$ cat src/rtl/message_comm_tx.sv
// Serial message transmitter: 16-bit length header, N payload bytes and an XOR
// checksum, shifted out MSB first on MSG_TX with MSG_TX_FSX framing each message.
module message_comm_tx #(
    parameter int GAP_CYCLES = 4,
    parameter int LEN_W      = 16
) (
    input  logic             clk_i,
    input  logic             rst_i,
    input  logic             msg_tx_len_en_i,
    input  logic [LEN_W-1:0] msg_tx_len_i,
    input  logic             msg_tx_data_vld_i,
    input  logic [7:0]       msg_tx_data_i,
    output logic             msg_tx_data_rdy_o,
    output logic             msg_tx_busy_o,
    output logic             msg_tx_done_o,
    output logic             msg_tx_err_o,
    output logic             MSG_TX_FSX,
    output logic             MSG_TX
);

    localparam int BIT_W = $clog2(LEN_W);
    localparam int GAP_W = $clog2(GAP_CYCLES + 1);

    typedef enum logic [2:0] {IDLE, HDR, DATA, CHK, GAP} state_t;

    state_t           state_q, state_d;
    logic [LEN_W-1:0] len_q, load_cnt_q, slot_cnt_q, shift_q;
    logic [BIT_W-1:0] bit_cnt_q;
    logic [GAP_W-1:0] gap_cnt_q;
    logic [7:0]       hold_q, csum_q, load_byte;
    logic             hold_full_q, done_q, err_q;
    logic             hdr_last, byte_last, more_bytes, load_now, underrun, xfer;

    assign hdr_last   = (state_q == HDR) && (bit_cnt_q == BIT_W'(LEN_W - 1));
    assign byte_last  = (bit_cnt_q == BIT_W'(7));
    assign more_bytes = (load_cnt_q != len_q);
    assign load_now   = (hdr_last && more_bytes) ||
                        ((state_q == DATA) && byte_last && more_bytes);
    assign underrun   = load_now && !hold_full_q;
    assign load_byte  = hold_full_q ? hold_q : 8'h00;

    // An underrun consumes a byte slot in the same cycle, so it must not be double-booked by a transfer.
    assign msg_tx_data_rdy_o = !hold_full_q && ((state_q == HDR) || (state_q == DATA)) &&
                               (({1'b0, slot_cnt_q} + {{LEN_W{1'b0}}, underrun}) < {1'b0, len_q});
    assign xfer = msg_tx_data_vld_i && msg_tx_data_rdy_o;

    assign msg_tx_busy_o = (state_q != IDLE);
    assign MSG_TX_FSX    = (state_q == HDR) || (state_q == DATA) || (state_q == CHK);
    assign MSG_TX        = shift_q[LEN_W-1];
    assign msg_tx_done_o = done_q;
    assign msg_tx_err_o  = err_q;

    always_ff @(posedge clk_i) begin
        if (rst_i) state_q <= IDLE;
        else       state_q <= state_d;
    end

    always_comb begin
        state_d = state_q;
        unique case (state_q)
            IDLE: if (msg_tx_len_en_i) state_d = HDR;
            HDR:  if (hdr_last) state_d = more_bytes ? DATA : CHK;
            DATA: if (byte_last && !more_bytes) state_d = CHK;
            CHK:  if (byte_last) state_d = GAP;
            GAP:  if (gap_cnt_q == GAP_W'(GAP_CYCLES - 1)) state_d = IDLE;
            default: state_d = IDLE;
        endcase
    end

    always_ff @(posedge clk_i) begin
        if (rst_i) begin
            len_q      <= '0;
            load_cnt_q <= '0;
            shift_q    <= '0;
            bit_cnt_q  <= '0;
            gap_cnt_q  <= '0;
            csum_q     <= '0;
            done_q     <= 1'b0;
            err_q      <= 1'b0;
        end else begin
            done_q <= 1'b0;
            err_q  <= underrun || (msg_tx_len_en_i && (state_q != IDLE));
            unique case (state_q)
                IDLE: begin
                    if (msg_tx_len_en_i) begin
                        len_q      <= msg_tx_len_i;
                        shift_q    <= msg_tx_len_i;
                        bit_cnt_q  <= '0;
                        csum_q     <= '0;
                        load_cnt_q <= '0;
                    end
                end
                HDR, DATA: begin
                    if (load_now) begin
                        shift_q    <= {load_byte, {(LEN_W-8){1'b0}}};
                        csum_q     <= csum_q ^ load_byte;
                        load_cnt_q <= load_cnt_q + 1'b1;
                        bit_cnt_q  <= '0;
                    end else if (state_d == CHK) begin
                        shift_q   <= {csum_q, {(LEN_W-8){1'b0}}};
                        bit_cnt_q <= '0;
                    end else begin
                        shift_q   <= shift_q << 1;
                        bit_cnt_q <= bit_cnt_q + 1'b1;
                    end
                end
                CHK: begin
                    done_q <= (bit_cnt_q == BIT_W'(6));
                    if (byte_last) begin
                        shift_q   <= '0;
                        gap_cnt_q <= '0;
                    end else begin
                        shift_q   <= shift_q << 1;
                        bit_cnt_q <= bit_cnt_q + 1'b1;
                    end
                end
                GAP: gap_cnt_q <= gap_cnt_q + 1'b1;
                default: ;
            endcase
        end
    end

    // Holding register and slot count; a refill on a load cycle takes priority over the emptying.
    always_ff @(posedge clk_i) begin
        if (rst_i) begin
            hold_q      <= '0;
            hold_full_q <= 1'b0;
            slot_cnt_q  <= '0;
        end else begin
            if (xfer) hold_q <= msg_tx_data_i;
            if (xfer)                             hold_full_q <= 1'b1;
            else if (load_now || state_d == GAP)  hold_full_q <= 1'b0;
            if (state_q == IDLE) slot_cnt_q <= '0;
            else                 slot_cnt_q <= slot_cnt_q + LEN_W'(xfer) + LEN_W'(underrun);
        end
    end

endmodule

$ cat config.mk
export PLATFORM = sky130hd
export DESIGN_NAME = message_comm_tx
export DESIGN_NICKNAME = d
export VERILOG_FILES = /design/src/rtl/message_comm_tx.sv
export SDC_FILE = /design/constraint.sdc
export NUM_CORES = 1
export LEC_CHECK = 0
export CAP_MARGIN = 20
export CORE_MARGIN = 2
export CORE_UTILIZATION = 30
export DETAILED_ROUTE_END_ITERATION = 7
export PLACE_DENSITY = 0.49
export SYNTH_ARGS = -nofsm -noshare
export SYNTH_HDL_FRONTEND = slang
export SYNTH_SLANG_ARGS = --single-unit
$ cat constraint.sdc
create_clock -name clk_i -period 15.4 [get_ports clk_i]
set_input_delay 1.54 -clock clk_i [delete_from_list [all_inputs] [get_ports clk_i]]
set_output_delay 1.54 -clock clk_i [all_outputs]
set_load 0.02 [all_outputs]
==> flow_metrics.tcl, run 1 <==
set metrics [dict create \
    internal_power_w 0.000405 \
    rr_startpoint "load_cnt_q[2]" \
    dp_hpwl_mm 9.86 \
    seq_power_share 0.472 \
    drc_errors 0 \
    rsz0062_at_grt "false" \
    die_area_um2 17800 \
    worst_slew_pin_slew_ns 1.05 \
    layout_setup_ws_ns 8.66 \
    pwr-share-comb 0.109 \
    dp_slack_ns 9.04 \
    ctsHoldBuffers 0 \
    ff2ff_setup_slack_ns 9.63 \
    pwr-share-clk 0.418 \
    gp_congestion 0.897 \
    core_area_um2 16500 \
    maxSlewViolCount 0 \
    initial_utilization 0.304 \
    postRouteAntennaNets 0 \
    peakVddDrop_mv 0.0461 \
    power.leakage_nw 2.13 \
    critPathKind "flip-flop to primary output" \
    synth_seq_cells 93 \
    post_cts_buffers 0 \
    async_reset_ff_frac 0 \
    dieWidth_um 133 \
    io_pins 34 \
    grt_use_total 0.154 \
    wl_per_cell_um 15.4 \
    yosysMostFrequentCell "dfxtp_1" \
    fin_crit_sh 0.437 \
    crit_arrival_ns 5.20 \
    worstHoldStart "shift_q[3]" \
    ys_seq_area_frac 0.371 \
    cap_viol_max_count 0 \
    hold_viol 0 \
    numPortBuffers 33 \
    syn-num-nets 664 \
    swShare 0.260 \
    reg2reg_depth 24 \
    cts_tree "built" \
    clk_pin_slew_ns 0.07 \
    grt_overflow 0 \
    cts_buffer_depth 2 \
    whs_endpoint "shift_q[3]" \
    rows 47 \
    final_nets 681 \
    fin_skew_ns 0.0103 \
    power.density_nw_per_um2 94.4 \
    rr_endpoint "slot_cnt_q[8]" \
    insertion_delay_ns 0.36 \
    synth_warnings 0 \
    synth.cell_area_um2 5010 \
    htree_levels 3 \
    holdPathStages 2 \
    syn_inst 611 \
    grt_max_degree 35 \
    cts_resized 0 \
    drive_gt1_frac 0.0521 \
    hold_class "flip-flop to flip-flop" \
    worstSetupStartpointType "flip-flop" \
    cts_sinks 93 \
    fin_cells 853 \
    drtIter0Drc 282 \
    status "finished clean" \
    yosys.area.top_type "dfxtp_1" \
    diodes 0 \
    grt_pass1_vias 4204 \
    yosys-top-cells-count "dfxtp_1, nand2_1, nor2_1" \
    critical_path.max_fanout 18 \
    critical_path_required_ns 13.86 \
    via_per_inst 4.99 \
    nFillCells 1752 \
    antenna_found_initial 0 \
    wirelength_mm 13.2 \
    finalCriticalPeriod_ns 6.74 \
    relSlewSlack 0.297 \
    dr.pass1.iters 4 \
    endpoint_kind "primary output" \
    p_switching_w 0.000142 \
    tns_ns 0 \
    cts_buffers 9 \
    ys_top_cells_by_area "dfxtp_1, nand2_1, ha_1" \
    synth.distinct_cells 59 \
    vias 4260 \
    post-place-cells 836 \
    synth.avg_cell_area_um2 8.20 \
    synth_edf_count 0 \
    root_buffer "clkbuf_16" \
    die_h_um 133 \
    ys.flop_type "dfxtp_1" \
    yosysTopAreaCellShare 0.371 \
    setup_violations 0 \
    area_delta_synth_final_pct 15.7 \
    grt_pass1_wl_mm 21.5 \
    fmax_mhz 148 \
]
## routing by layer
metal  share of wire  track usage  up-vias
li1                -            -     2155
met1            0.46        0.192     2009
met3           0.030       0.0293       18
met2            0.49        0.265       78
met4           0.022       0.0585        0
met5               0            0        -
## per-stage QoR
step                area (µm²)   util  total power (W)  hold slack, ns
floorplan                 5010      -         0.000301           0.427
global placement          5490  0.334         0.000323           0.436
detailed placement        5490  0.334         0.000324           0.445
CTS                       5790  0.352         0.000555           0.453
global route              5800  0.352         0.000573           0.482
finish                    5800  0.352         0.000548           0.448
## worst max-delay path, cell delays in order, from the launching register on
cell	delay (ns)
dfxtp_1	0.60
xnor2_1	0.17
nand4_1	0.12
nor4_2	0.49
or2_1	0.55
nor2_1	0.17
ha_1	0.28
ha_1	0.21
nand2_1	0.09
nor3_1	0.07
xor2_1	0.14
ha_1	0.30
and4_1	0.21
o211ai_1	0.11
o211a_1	0.22
o21ai_0	0.28
nand4_1	0.13
and2_1	0.15
clkdlybuf4s50_1	0.53
## cells in the final DEF (no fill, tap or decap), types with 3 or more instances in the layout
cell	n
o21ai_0	31
a21oi_1	53
a21o_1	4
dfxtp_1	93
xor2_1	30
nor2b_1	4
a221o_1	5
xnor2_1	29
clkdlybuf4s50_1	33
clkbuf_16	9
or3_1	10
ha_1	24
and2_1	4
nor2_1	58
mux2_2	7
o221ai_1	3
o21ai_1	7
nand4_1	17
inv_1	23
a31oi_1	3
mux2i_1	11
nand2_1	86
nor3_1	6
a211o_1	3
nand3_1	17
a211oi_1	3
and3_1	14
## registers in the layout, summed over array words and instances (netlist names), 3 cells and up
signal	count
len_q	16
load_cnt_q	16
shift_q	16
slot_cnt_q	16
csum_q	8
hold_q	8
bit_cnt_q	4
gap_cnt_q	3
state_q	3
## power groups by stage
stage | clock network [W] | logic [W] | registers (W)
2_1_floorplan | 0 | 0.0000402 | 0.000260
3_3_place_gp | 0 | 0.0000590 | 0.000264
3_5_place_dp | 0 | 0.0000597 | 0.000264
4_1_cts | 0.000236 | 0.0000601 | 0.000259
5_1_grt | 0.000247 | 0.0000660 | 0.000260
6_report | 0.000229 | 0.0000598 | 0.000259
## cell families (layout without fill, tap and decap cells)
group	Yosys count	after routing	share of synthesized area
adders and majority gates	25	25	0.0639
xor gates and xnor gates	59	59	0.103
and+or+nand+nor	234	234	0.223
DFF	93	93	0.371
buffers and inverters	54	76	0.0462
AOI/OAI and AO/OA	128	128	0.155
muxes	18	18	0.0377
## cell type report
class | count | area, µm² | share of cell area
multi-input cells | 464 | 2920 | 0.503
well taps | 220 | 275 | 0.0475
clock buffers | 11 | 243 | 0.0419
flip-flops and latches | 93 | 1860 | 0.321
inverters | 24 | 90.1 | 0.0155
clock inverters | 5 | 60.1 | 0.0104
repair buffers | 36 | 350 | 0.0604
## worst max path at each step
stage                        startpoint                end  depth (start not counted)
after floorplan              state_q[1]  msg_tx_data_rdy_o                         19
after global placement    load_cnt_q[2]  msg_tx_data_rdy_o                         18
final                     load_cnt_q[2]  msg_tx_data_rdy_o                         18
after detailed placement  load_cnt_q[2]  msg_tx_data_rdy_o                         18
after global routing      load_cnt_q[2]  msg_tx_data_rdy_o                         18
after CTS                 load_cnt_q[2]  msg_tx_data_rdy_o                         18
Power figures use the tool's default switching activity.
==> run 2, diff against run 1 <==
==> constraint.sdc (replaced) <==
create_clock -name clk_i -period 6.52 [get_ports clk_i]
set_input_delay 0.652 -clock clk_i [delete_from_list [all_inputs] [get_ports clk_i]]
set_output_delay 0.652 -clock clk_i [all_outputs]
set_load 0.02 [all_outputs]
==> run 2 against run 1 <==
Against the previous run:
- sequential power is 140% higher
- non-clock buffer count up 1
- total power up 130%
- via count grew 1.1%
- clock power grew 120%
- largest cell class unchanged
- first-iteration DRC count shrank 3.2%
==> flow_metrics.tcl, run 2 (synthesized netlist as in run 1, its figures left out) <==
set metrics [dict create \
    status "finished clean" \
    finalCriticalPeriod_ns 5.48 \
    fin_crit_sh 0.840 \
    cap_viol_max_count 0 \
    area_delta_synth_final_pct 15.2 \
    drive_gt1_frac 0.0521 \
    diodes 0 \
    dp_slack_ns 1.15 \
    rsz0062_at_grt "false" \
    power.leakage_nw 2.13 \
    mostFrequentLayoutCell "dfxtp_1" \
    hold_viol 0 \
    layout_common_cells "dfxtp_1, nand2_1, nor2_1, a21oi_1, clkdlybuf4s50_1" \
    drc_errors 0 \
    cts_resized 0 \
    critPathMaxStageDelay_ns 0.54 \
    fin_skew_ns 0.00560 \
    cts_buffer_depth 2 \
    seq_power_share 0.489 \
    dp_hpwl_mm 9.80 \
    gp_congestion 0.809 \
    via_per_inst 5.04 \
    critPathKind "flip-flop to primary output" \
    internal_power_w 0.000910 \
    dr.pass1.iters 5 \
    cts_tree "built" \
    seq_area_um2 1860 \
    nFillCells 1749 \
    postRouteAntennaNets 0 \
    cts_sinks 93 \
    numPortBuffers 33 \
    drtIter0Drc 273 \
    p_switching_w 0.000338 \
    fmax_mhz 183 \
    swShare 0.271 \
    grt_overflow 0 \
    critical_path.max_fanout 10 \
    cp_common_cell "ha_1" \
    die_h_um 133 \
    initial_utilization 0.304 \
    root_buffer "clkbuf_16" \
    maxSlewViolCount 0 \
    crit_arrival_ns 4.82 \
    worst_path_max_delay_cell "clkdlybuf4s50_1" \
    wirelength_mm 13.1 \
    worst_slew_pin_slew_ns 1.05 \
    final_nets 682 \
    post_cts_buffers 0 \
    pwr-share-comb 0.113 \
    grt_pass1_vias 4146 \
    worstSetupStartpointType "flip-flop" \
    multi_input_area_um2 2920 \
    die_area_um2 17800 \
    grt_use_total 0.151 \
    rows 47 \
    tns_ns 0 \
    insertion_delay_ns 0.35 \
    setup_violations 0 \
    antenna_found_initial 0 \
    peakVddDrop_mv 0.120 \
    endpoint_kind "primary output" \
    dieWidth_um 133 \
    layout_setup_ws_ns 1.04 \
    wl_per_cell_um 15.3 \
    hold_class "flip-flop to flip-flop" \
    power.density_nw_per_um2 216 \
    io_pins 34 \
    critical_path_required_ns 5.87 \
    ctsHoldBuffers 0 \
    cts_buffers 9 \
    pwr-share-clk 0.397 \
    crit_path_cell_trace "or3b_1 > a211o_1 > or2_1 > nor2_1 > ha_1 > ha_1 > nand2_1 > nor3_1 > xor2_1 > ha_1 > and4_1 > o211ai_1 > o211a_1 > o21ai_0 > nand4_1 > and2_1 > clkdlybuf4s50_1" \
    core_area_um2 16500 \
    clk_pin_slew_ns 0.07 \
    vias 4308 \
    grt_pass1_wl_mm 21.2 \
    grt_max_degree 27 \
    relSlewSlack 0.297 \
    htree_levels 3 \
]
-- run 2: cell types whose count changed in the layout (fill, tap and decap cells not counted), sizes merged --
cell / change
inv: +1
clkinvlp: -1
bufinv: -1
buf: +1
clkinv: +1
-- run 2: area by class of cell --
class	count	area share
clock buffers	11	0.0403
flip-flops and latches	93	0.322
inverters	24	0.0156
well taps	220	0.0477
clock inverters	5	0.00628
repair buffers	37	0.0624
multi-input cells	464	0.505
-- run 2: power groups by stage --
| stage | combinational, W | clock (W) | sequential (W) |
|---|---|---|---|
| 2_1_floorplan | 0.0000949 | 0 | 0.000615 |
| 3_3_place_gp | 0.000140 | 0 | 0.000623 |
| 3_5_place_dp | 0.000141 | 0 | 0.000624 |
| 4_1_cts | 0.000142 | 0.000507 | 0.000611 |
| 5_1_grt | 0.000157 | 0.000528 | 0.000613 |
| 6_report | 0.000141 | 0.000495 | 0.000610 |
-- run 2: routing by layer --
metal / track usage / up-vias / routed length [µm]
li1: - / 2164 / -
met5: 0 / - / 0
met2: 0.259 / 96 / 6480
met3: 0.0228 / 15 / 440
met4: 0.0715 / 0 / 305
met1: 0.187 / 2033 / 5830
-- run 2: through the flow --
stage	hold WS (ns)	utilization	cell area [µm²]	total power [W]	std cells
finish	0.452	0.351	5780	0.00125	854
CTS	0.453	0.351	5780	0.00126	854
global route	0.473	0.351	5780	0.00130	854
global placement	0.437	0.334	5510	0.000763	838
detailed placement	0.443	0.334	5510	0.000764	838
floorplan	0.427	-	5010	0.000710	611
-- run 2: critical path, delay by kind of cell, from the launching register on --
family	cells	cell delay, ns
adder cells (fa/ha/maj)	3	0.78
XOR/XNOR	1	0.11
AND/OR/NAND/NOR	8	1.68
flip-flops	1	0.51
buffers and inverters	1	0.54
AO/OA/AOI/OAI	4	0.87
-- run 2: worst paths after layout --
| path | from | to | slack [ns] | cells past startpoint |
|---|---|---|---|---|
| worst max register to register | load_cnt_q[2] | slot_cnt_q[10] | 1.19 | 24 |
| worst min register to register | shift_q[1] | shift_q[1] | 0.45 | 2 |
| worst max-delay path | state_q[1] | msg_tx_data_rdy_o | 1.04 | 17 |
| worst min-delay path | shift_q[1] | shift_q[1] | 0.45 | 2 |
